**src/rtl/ps2_packet_ctrl.sv**
```systemverilog
// PS/2 three-byte packet framer feeding a two-entry packet FIFO.
// Drops completed packets when the FIFO is full and nothing is popped on that edge.
module ps2_packet_ctrl #(
    parameter int unsigned SYNC_BIT = 3,
    parameter int unsigned TIMEOUT  = 16
) (
    input  logic        clk,
    input  logic        reset,
    input  logic        in_valid,
    input  logic [7:0]  in,
    input  logic        out_ready,
    output logic        out_valid,
    output logic [23:0] out_bytes,
    output logic        done,
    output logic        drop,
    output logic [7:0]  drop_cnt,
    output logic        busy
);

    localparam logic [7:0] TLim = 8'(TIMEOUT - 1);

    typedef enum logic [1:0] {StSearch, StB2, StB3} state_e;

    state_e      state_q, state_d;
    logic [7:0]  byte1_q, byte1_d, byte2_q, byte2_d;
    logic [7:0]  tcnt_q, tcnt_d;
    logic [23:0] ent0_q, ent0_d, ent1_q, ent1_d;
    logic [1:0]  count_q, count_d;
    logic        done_q, done_d, drop_q, drop_d;
    logic [7:0]  dcnt_q, dcnt_d;
    logic        push, pop, accept;
    logic [23:0] pkt;

    assign pkt = {byte1_q, byte2_q, in};

    always_comb begin
        state_d = state_q;
        byte1_d = byte1_q;
        byte2_d = byte2_q;
        tcnt_d  = tcnt_q;
        push    = 1'b0;
        if (in_valid) begin
            tcnt_d = '0;
            case (state_q)
                StSearch: begin
                    if (in[SYNC_BIT]) begin
                        byte1_d = in;
                        state_d = StB2;
                    end
                end
                StB2: begin
                    byte2_d = in;
                    state_d = StB3;
                end
                StB3: begin
                    push    = 1'b1;
                    state_d = StSearch;
                end
                default: state_d = StSearch;
            endcase
        end else if (state_q != StSearch) begin
            // The idle cycle that reaches TIMEOUT abandons the partial packet.
            if (tcnt_q >= TLim) begin
                state_d = StSearch;
                tcnt_d  = '0;
            end else begin
                tcnt_d = tcnt_q + 8'd1;
            end
        end
    end

    always_comb begin
        pop     = (count_q != 2'd0) && out_ready;
        accept  = push && ((count_q != 2'd2) || pop);
        ent0_d  = ent0_q;
        ent1_d  = ent1_q;
        count_d = count_q;
        if (pop) begin
            ent0_d  = ent1_q;
            count_d = count_q - 2'd1;
        end
        // Write position depends on occupancy after any same-edge pop.
        if (accept) begin
            if (count_d == 2'd0) begin
                ent0_d = pkt;
            end else begin
                ent1_d = pkt;
            end
            count_d = count_d + 2'd1;
        end
        done_d = accept;
        drop_d = push && !accept;
        dcnt_d = (drop_d && (dcnt_q != 8'hff)) ? dcnt_q + 8'd1 : dcnt_q;
    end

    always_ff @(posedge clk) begin
        if (!reset) begin
            state_q <= StSearch;
            byte1_q <= '0;
            byte2_q <= '0;
            tcnt_q  <= '0;
            ent0_q  <= '0;
            ent1_q  <= '0;
            count_q <= '0;
            done_q  <= 1'b0;
            drop_q  <= 1'b0;
            dcnt_q  <= '0;
        end else begin
            state_q <= state_d;
            byte1_q <= byte1_d;
            byte2_q <= byte2_d;
            tcnt_q  <= tcnt_d;
            ent0_q  <= ent0_d;
            ent1_q  <= ent1_d;
            count_q <= count_d;
            done_q  <= done_d;
            drop_q  <= drop_d;
            dcnt_q  <= dcnt_d;
        end
    end

    assign out_valid = (count_q != 2'd0);
    assign out_bytes = out_valid ? ent0_q : 24'h0;
    assign done      = done_q;
    assign drop      = drop_q;
    assign drop_cnt  = dcnt_q;
    assign busy      = (state_q != StSearch);

endmodule

```
**config.mk**
```make
export PLATFORM = sky130hd
export DESIGN_NAME = ps2_packet_ctrl
export DESIGN_NICKNAME = d
export VERILOG_FILES = /design/src/rtl/ps2_packet_ctrl.sv
export SDC_FILE = /design/constraint.sdc
export NUM_CORES = 1
export LEC_CHECK = 0
export ABC_CLOCK_PERIOD_IN_PS = 5400
export CORE_ASPECT_RATIO = 0.6
export CORE_UTILIZATION = 59
export CTS_CLUSTER_SIZE = 40
export DETAILED_ROUTE_END_ITERATION = 7
export PLACE_DENSITY = 0.85
export SLEW_MARGIN = 20
export SYNTH_ARGS = -nofsm -noshare
export SYNTH_HDL_FRONTEND = slang
export SYNTH_SLANG_ARGS = --single-unit
```
**constraint.sdc**
```tcl
create_clock -name clk -period 5.4 [get_ports clk]
set_input_delay 1.08 -clock clk [delete_from_list [all_inputs] [get_ports clk]]
set_output_delay 1.08 -clock clk [all_outputs]
set_load 0.01 [all_outputs]
```
## After elaboration in Yosys (flattened, before gate mapping)

Cells that the tools add are included.

| cells by class | value |
|---|---|
| $add $sub $neg | 4 |
| order comparisons | 1 |
| equal/unequal tests | 5 |
| muxes and demuxes | 14 |
| bitwise operators | 2 |
| reduce and logical (&&, ||, !) cells | 17 |

Operators by type and width:

| cell | count |
|---|---|
| two-way mux 24 bit | 4 |
| adder 8 x 1 -> 8 bit (second input constant) | 2 |
| two-way mux 2 bit | 6 |
| greater-or-equal comparator 8 x 4 -> 1 bit (second input constant) | 1 |
| two-way mux 8 bit | 1 |
| inequality test 8 bit (second input constant) | 1 |
| nonzero test 2 bit | 4 |
| AND reduction 3 bit | 2 |
| logical AND 1 bit | 4 |
| logical NOT 2 bit | 2 |
| one-hot mux 2 bit (2 select lines) | 1 |
| AND reduction 2 bit | 2 |
| inequality test 3 bit (second input constant) | 1 |
| adder 2 x 1 -> 2 bit (second input constant) | 1 |
| == test 2 x 1 -> 1 bit (second input constant) | 1 |
| == test 2 bit (second input constant) | 1 |
| two-way mux 1 bit | 2 |
| inequality test 2 bit (second input constant) | 1 |
| inverter 1 bit | 2 |
| OR reduction 2 bit | 1 |
| subtractor 2 x 1 -> 2 bit (second input constant) | 1 |
| logical NOT 1 bit | 1 |
| logical OR 1 bit | 1 |

| word-level totals | value |
|---|---|
| bits in registers | 86 |
| output and inout bits | 36 |
| logic and storage cells | 53 |

## Logic depth before layout (Yosys ltp)

| logic depth | value |
|---|---|
| word-level depth | 7 |
| gate-level depth with buffers | 12 |
| depth with buffers taken out | 10 |

## Worst setup path after synthesis

OpenSTA, ideal clock, no wires.

| timing path | value |
|---|---|
| kind | input-to-reg |
| from | input out_ready |
| to | register ent1_q[4] |
| library setup time | 128 ps |
| arrival | 2993 ps |
| data required time | 5272 ps |
| path slack | 2279 ps |
| stages | 9 |
| path buffers | 3 |
| cell sequence | or2b_4 > buf_2 > buf_2 > a21oi_1 > ha_1 > a211oi_2 > buf_4 > mux2i_1 > nor2_1 |

| on the way | value |
|---|---|
| longest elaborated chain between the ends | 5 |

Ends and longest elaborated chain:

| item | line | RTL |
|---|---|---|
| from (decl) | 11 | `input logic out_ready,` |
| logical AND 1 bit (*) | 73 | `pop = (count_q != 2'd0) && out_ready;` |
| two-way mux 2 bit | 78 | `if (pop) begin` |
| logical NOT 2 bit | 84 | `if (count_d == 2'd0) begin` |
| inverter 1 bit (no line) | - |  |
| AND reduction 2 bit (no line) (*) | - |  |
| to (signal assigned) | 114 | `ent1_q <= ent1_d;` |
| to (decl) | 27 | `logic [23:0] ent0_q, ent0_d, ent1_q, ent1_d;` |

Mark *: on every way between the ends. The rest lies on a longest branch, timed or not.
A chain may end at the register's enable or synchronous reset.

## Final worst setup path

| timing path | value |
|---|---|
| from | register count_q[0] |
| to | register ent1_q[9] |

| on the way | value |
|---|---|
| longest elaborated chain between the ends | 6 |

Ends and longest elaborated chain:

| item | line | RTL |
|---|---|---|
| from (decl) | 28 | `logic [1:0] count_q, count_d;` |
| from (signal assigned) | 115 | `count_q <= count_d;` |
| parallel branches: the longest is 5 deep, another holds subtractor 2 x 1 -> 2 bit | - |  |
| AND reduction 2 bit (no line) (*) | - |  |

Every way passes the cells marked *.

==> summary.txt <==
Timing
  – WHS: 0.4748 ns
  – Relative slew slack: 0.3536
  – Unrepaired setup endpoints after global routing: false
  – Measured slew at the worst slew-check pin: 0.9696 ns
  – Setup ws final: 1.532 ns
  – Pins Over Slew Limit: 0
  – Final setup fails: 0
  – Setup TNS: 0 ns
  – Period utilization: 0.7164
  – Max Fclk: 0.2585 GHz
  – Clock Skews: 0.01086 ns
  – Min cycle time layout: 3.868 ns
  – Final Hold Fails: 0

Worst setup path
  – Max incr delay on CP: 0.81 ns
  – CP max FO: 31
  – CP top delay family: adder cells
  – WP data required: 5.61 ns
  – Levels on crit path: 9
  – Critical path's slowest cell: ha_1
  – Timing endpoint of the critical path: ent1_q[9]
  – CP Cell Sequence: inv_1 -> ha_1 -> or2b_4 -> xnor2_1 -> ha_1 -> a211oi_4 -> buf_4 -> mux2i_1 -> nor2_1
  – Critical path class: flop to flop
  – Crit start category: flop
  – Critical path buffers and inverters: 2
  – FF-to-FF setup slack: 1.53 ns
  – R2r startpoint: count_q[0]
  – R2R depth: 9
  – CP Capture Type: flop
  – CP Data Arrival Time: 4.07 ns
  – R2R Path End: ent1_q[9]
  – Cell mode on critical path: ha_1
  – Critical Path Start: count_q[0]

Finish
  – Final Util: 0.7488
  – Final nets: 439
  – Antenna cells: 0
  – Design area: 0.004289 mm2
  – Share of layout cells above drive strength 1: 0.04930
  – Fill cell count: 428
  – Area Growth Syn to Fin: 18.99%

CTS
  – Root Driver: clkbuf_8
  – Clock slew seen by the registers of the worst setup and hold paths: 0.08 ns
  – # resized after CTS: 0
  – Clock tree buffer depth: 2
  – Clock H-tree levels: 3
  – Hold_buf cts: 0
  – Clock Sinks: 86
  – Post-CTS setup buffer count: 0
  – CTS buffer count: 9
  – CTS tree: built
  – Clk_lat worst skew: 0.36 ns

Global routing
  – Initial antenna violation count: 0
  – First-pass GRT wire length: 12700 um
  – Number of global-route vias before repair: 2683
  – Largest net degree at the start of global routing: 49
  – Total gr overflow: 0
  – Tot GR Track Use: 0.2575

Synthesis
  – Sequential cell area fraction in the yosys report: 0.4776
  – Synthesized netlist cell count: 386
  – Synth Warn #: 0
  – Post-synthesis register bit count: 86
  – EDFF count, synth: 0
  – Async set-reset flop share out of synthesis: 0
  – Count of cell types in the netlist: 40
  – Synth Flop Type: dfxtp_1
  – Avg Cell Area, Syn: 9.339 um2
  – Cell Area, Synth: 0.003605 mm2
  – Mapped Nets: 403

Floorplanning
  – IO Count: 48
  – Starting Density: 0.6293
  – Die width: 102.9 um
  – Area of the die: 0.006437 mm2
  – Core area: 0.005728 mm2
  – Die height: 62.55 um
  – Rows: 21

Routing
  – Pre-Repair DR Iteration Count: 5
  – DR WL/cell: 15.20 um
  – Wirelength, routed: 7691 um
  – DR top layer: met4
  – Met3 routed WL: 518 um
  – Drt drc: 0
  – DR WL met2: 3372 um
  – M1 WL: 3645 um
  – Post-route ant nets: 0
  – Count of routing violations after the opening detailed-route iteration: 184
  – Via count: 2859
  – Via density: 5.650

Pwr
  – Power share of the clock group: 0.341
  – Pwr/cell area: 299.6 mW/mm2
  – Sequential share of power: 0.513
  – P_leak: 1.706 nW
  – Combinational Power Share: 0.146
  – Switch share: 0.2643
  – Psw: 339.6 uW
  – Pint: 945.4 uW
  – Worst ir drop on vdd: 0.2018 mV

Placed design
  – Placed cell area: 0.004098 mm2
  – Pre-CTS setup slack: 1.240 ns
  – Final HPWL DP: 5069 um
  – Port bufs: 47
  – GP Congestion: 0.8066

Job
  – Max Cap Viol: 0

Hold path
  – HP Class: flop to flop
  – HP Start: tcnt_q[7]

Outcome
  – Status: complete, no violations
[final cells by class]
| type | count | area, um2 | area share |
|---|---|---|---|
| inverter | 8 | 30.03 | 0.007001 |
| clock buffer | 12 | 145.1 | 0.03384 |
| multi-input combinational | 267 | 1754 | 0.4090 |
| timing repair buffer | 50 | 493.0 | 0.1149 |
| tap | 80 | 100.1 | 0.02334 |
| clock inverter | 3 | 45.04 | 0.01050 |
| sequential | 86 | 1722 | 0.4014 |
[registers in the layout (all words and copies together), names as in the netlist]
name	count
ent0_q	24
ent1_q	24
byte1_q	8
byte2_q	8
drop_cnt	8
tcnt_q	8
count_q	2
state_q	2
done	1
drop	1
[layer usage]
metal  up-vias  track usage
li1       1396            -
met2        98       0.3767
met4         0       0.1056
met1      1345       0.3594
met5         -            0
met3        20      0.06711
[worst reg2reg max path: cells and delay by family, from the launching register on]
family	cells	cell delay (ns)
muxes	1	0.21
AOI/OAI and AO/OA	1	0.72
and+or+nand+nor	2	0.66
xor gates and xnor gates	1	0.21
DFF	1	0.31
adders and majority gates	2	1.09
buffers and inverters	2	0.52
[through the flow]
stage,power (mW),instances
floorplan,0.8048,386
global placement,0.8583,491
global route,1.340,506
CTS,1.294,506
finish,1.285,506
detailed placement,0.8617,491
[cells in the final DEF (no fill, tap or decap), types with 5 or more instances in the layout]
cell / n
dfxtp_1: 86
nor2_1: 73
mux2i_1: 57
clkdlybuf4s50_1: 47
a211oi_1: 25
nor2b_1: 22
nand2_1: 21
a21oi_1: 16
clkbuf_8: 10
inv_1: 7
ha_1: 5
[synth_stat cells, types with 2 or more instances]
master	instances	area, um2
dfxtp_1	86	1722
nor2_1	73	274.0
mux2i_1	57	570.6
a211oi_1	25	187.7
nor2b_1	22	137.6
nand2_1	21	78.83
a21oi_1	16	80.08
clkbuf_1	16	60.06
inv_1	7	26.28
ha_1	5	62.56
and3_1	4	25.02
buf_2	4	20.02
nand3_1	4	20.02
or4_1	4	30.03
xnor2_1	4	35.03
nand4_1	3	18.77
o41ai_1	3	26.28
a31oi_1	2	12.51
and2b_1	2	15.01
buf_1	2	7.510
buf_4	2	15.01
nand3b_1	2	15.01
o21ai_0	2	10.01
o311ai_0	2	17.52
o31ai_1	2	15.01
xor2_1	2	17.52
[kinds of logic after synthesis]
logic type | after synthesis | share of synthesized area
and+or+nand+nor | 142 | 0.1854
muxes | 57 | 0.1583
adders and majority gates | 5 | 0.01736
DFF | 86 | 0.4776
buffers and inverters | 33 | 0.03818
AOI/OAI and AO/OA | 57 | 0.1086
xor gates and xnor gates | 6 | 0.01458
[how the worst min path moves through the flow]
stage,end,slack [ns],depth (start not counted)
final,tcnt_q[7],0.47,2
after floorplan,tcnt_q[7],0.43,2
after detailed placement,tcnt_q[7],0.45,2
after CTS,tcnt_q[7],0.47,2
after global routing,byte1_q[6],0.50,2
after global placement,tcnt_q[7],0.45,2
[power by group through the flow]
stage	Clock [mW]	Sequential [mW]	Combinational, mW
5_1_grt	0.473	0.662	0.205
3_3_place_gp	0	0.673	0.185
6_report	0.438	0.659	0.187
4_1_cts	0.446	0.659	0.189
3_5_place_dp	0	0.674	0.188
2_1_floorplan	0	0.671	0.134
(Power assumes the default switching activity.)
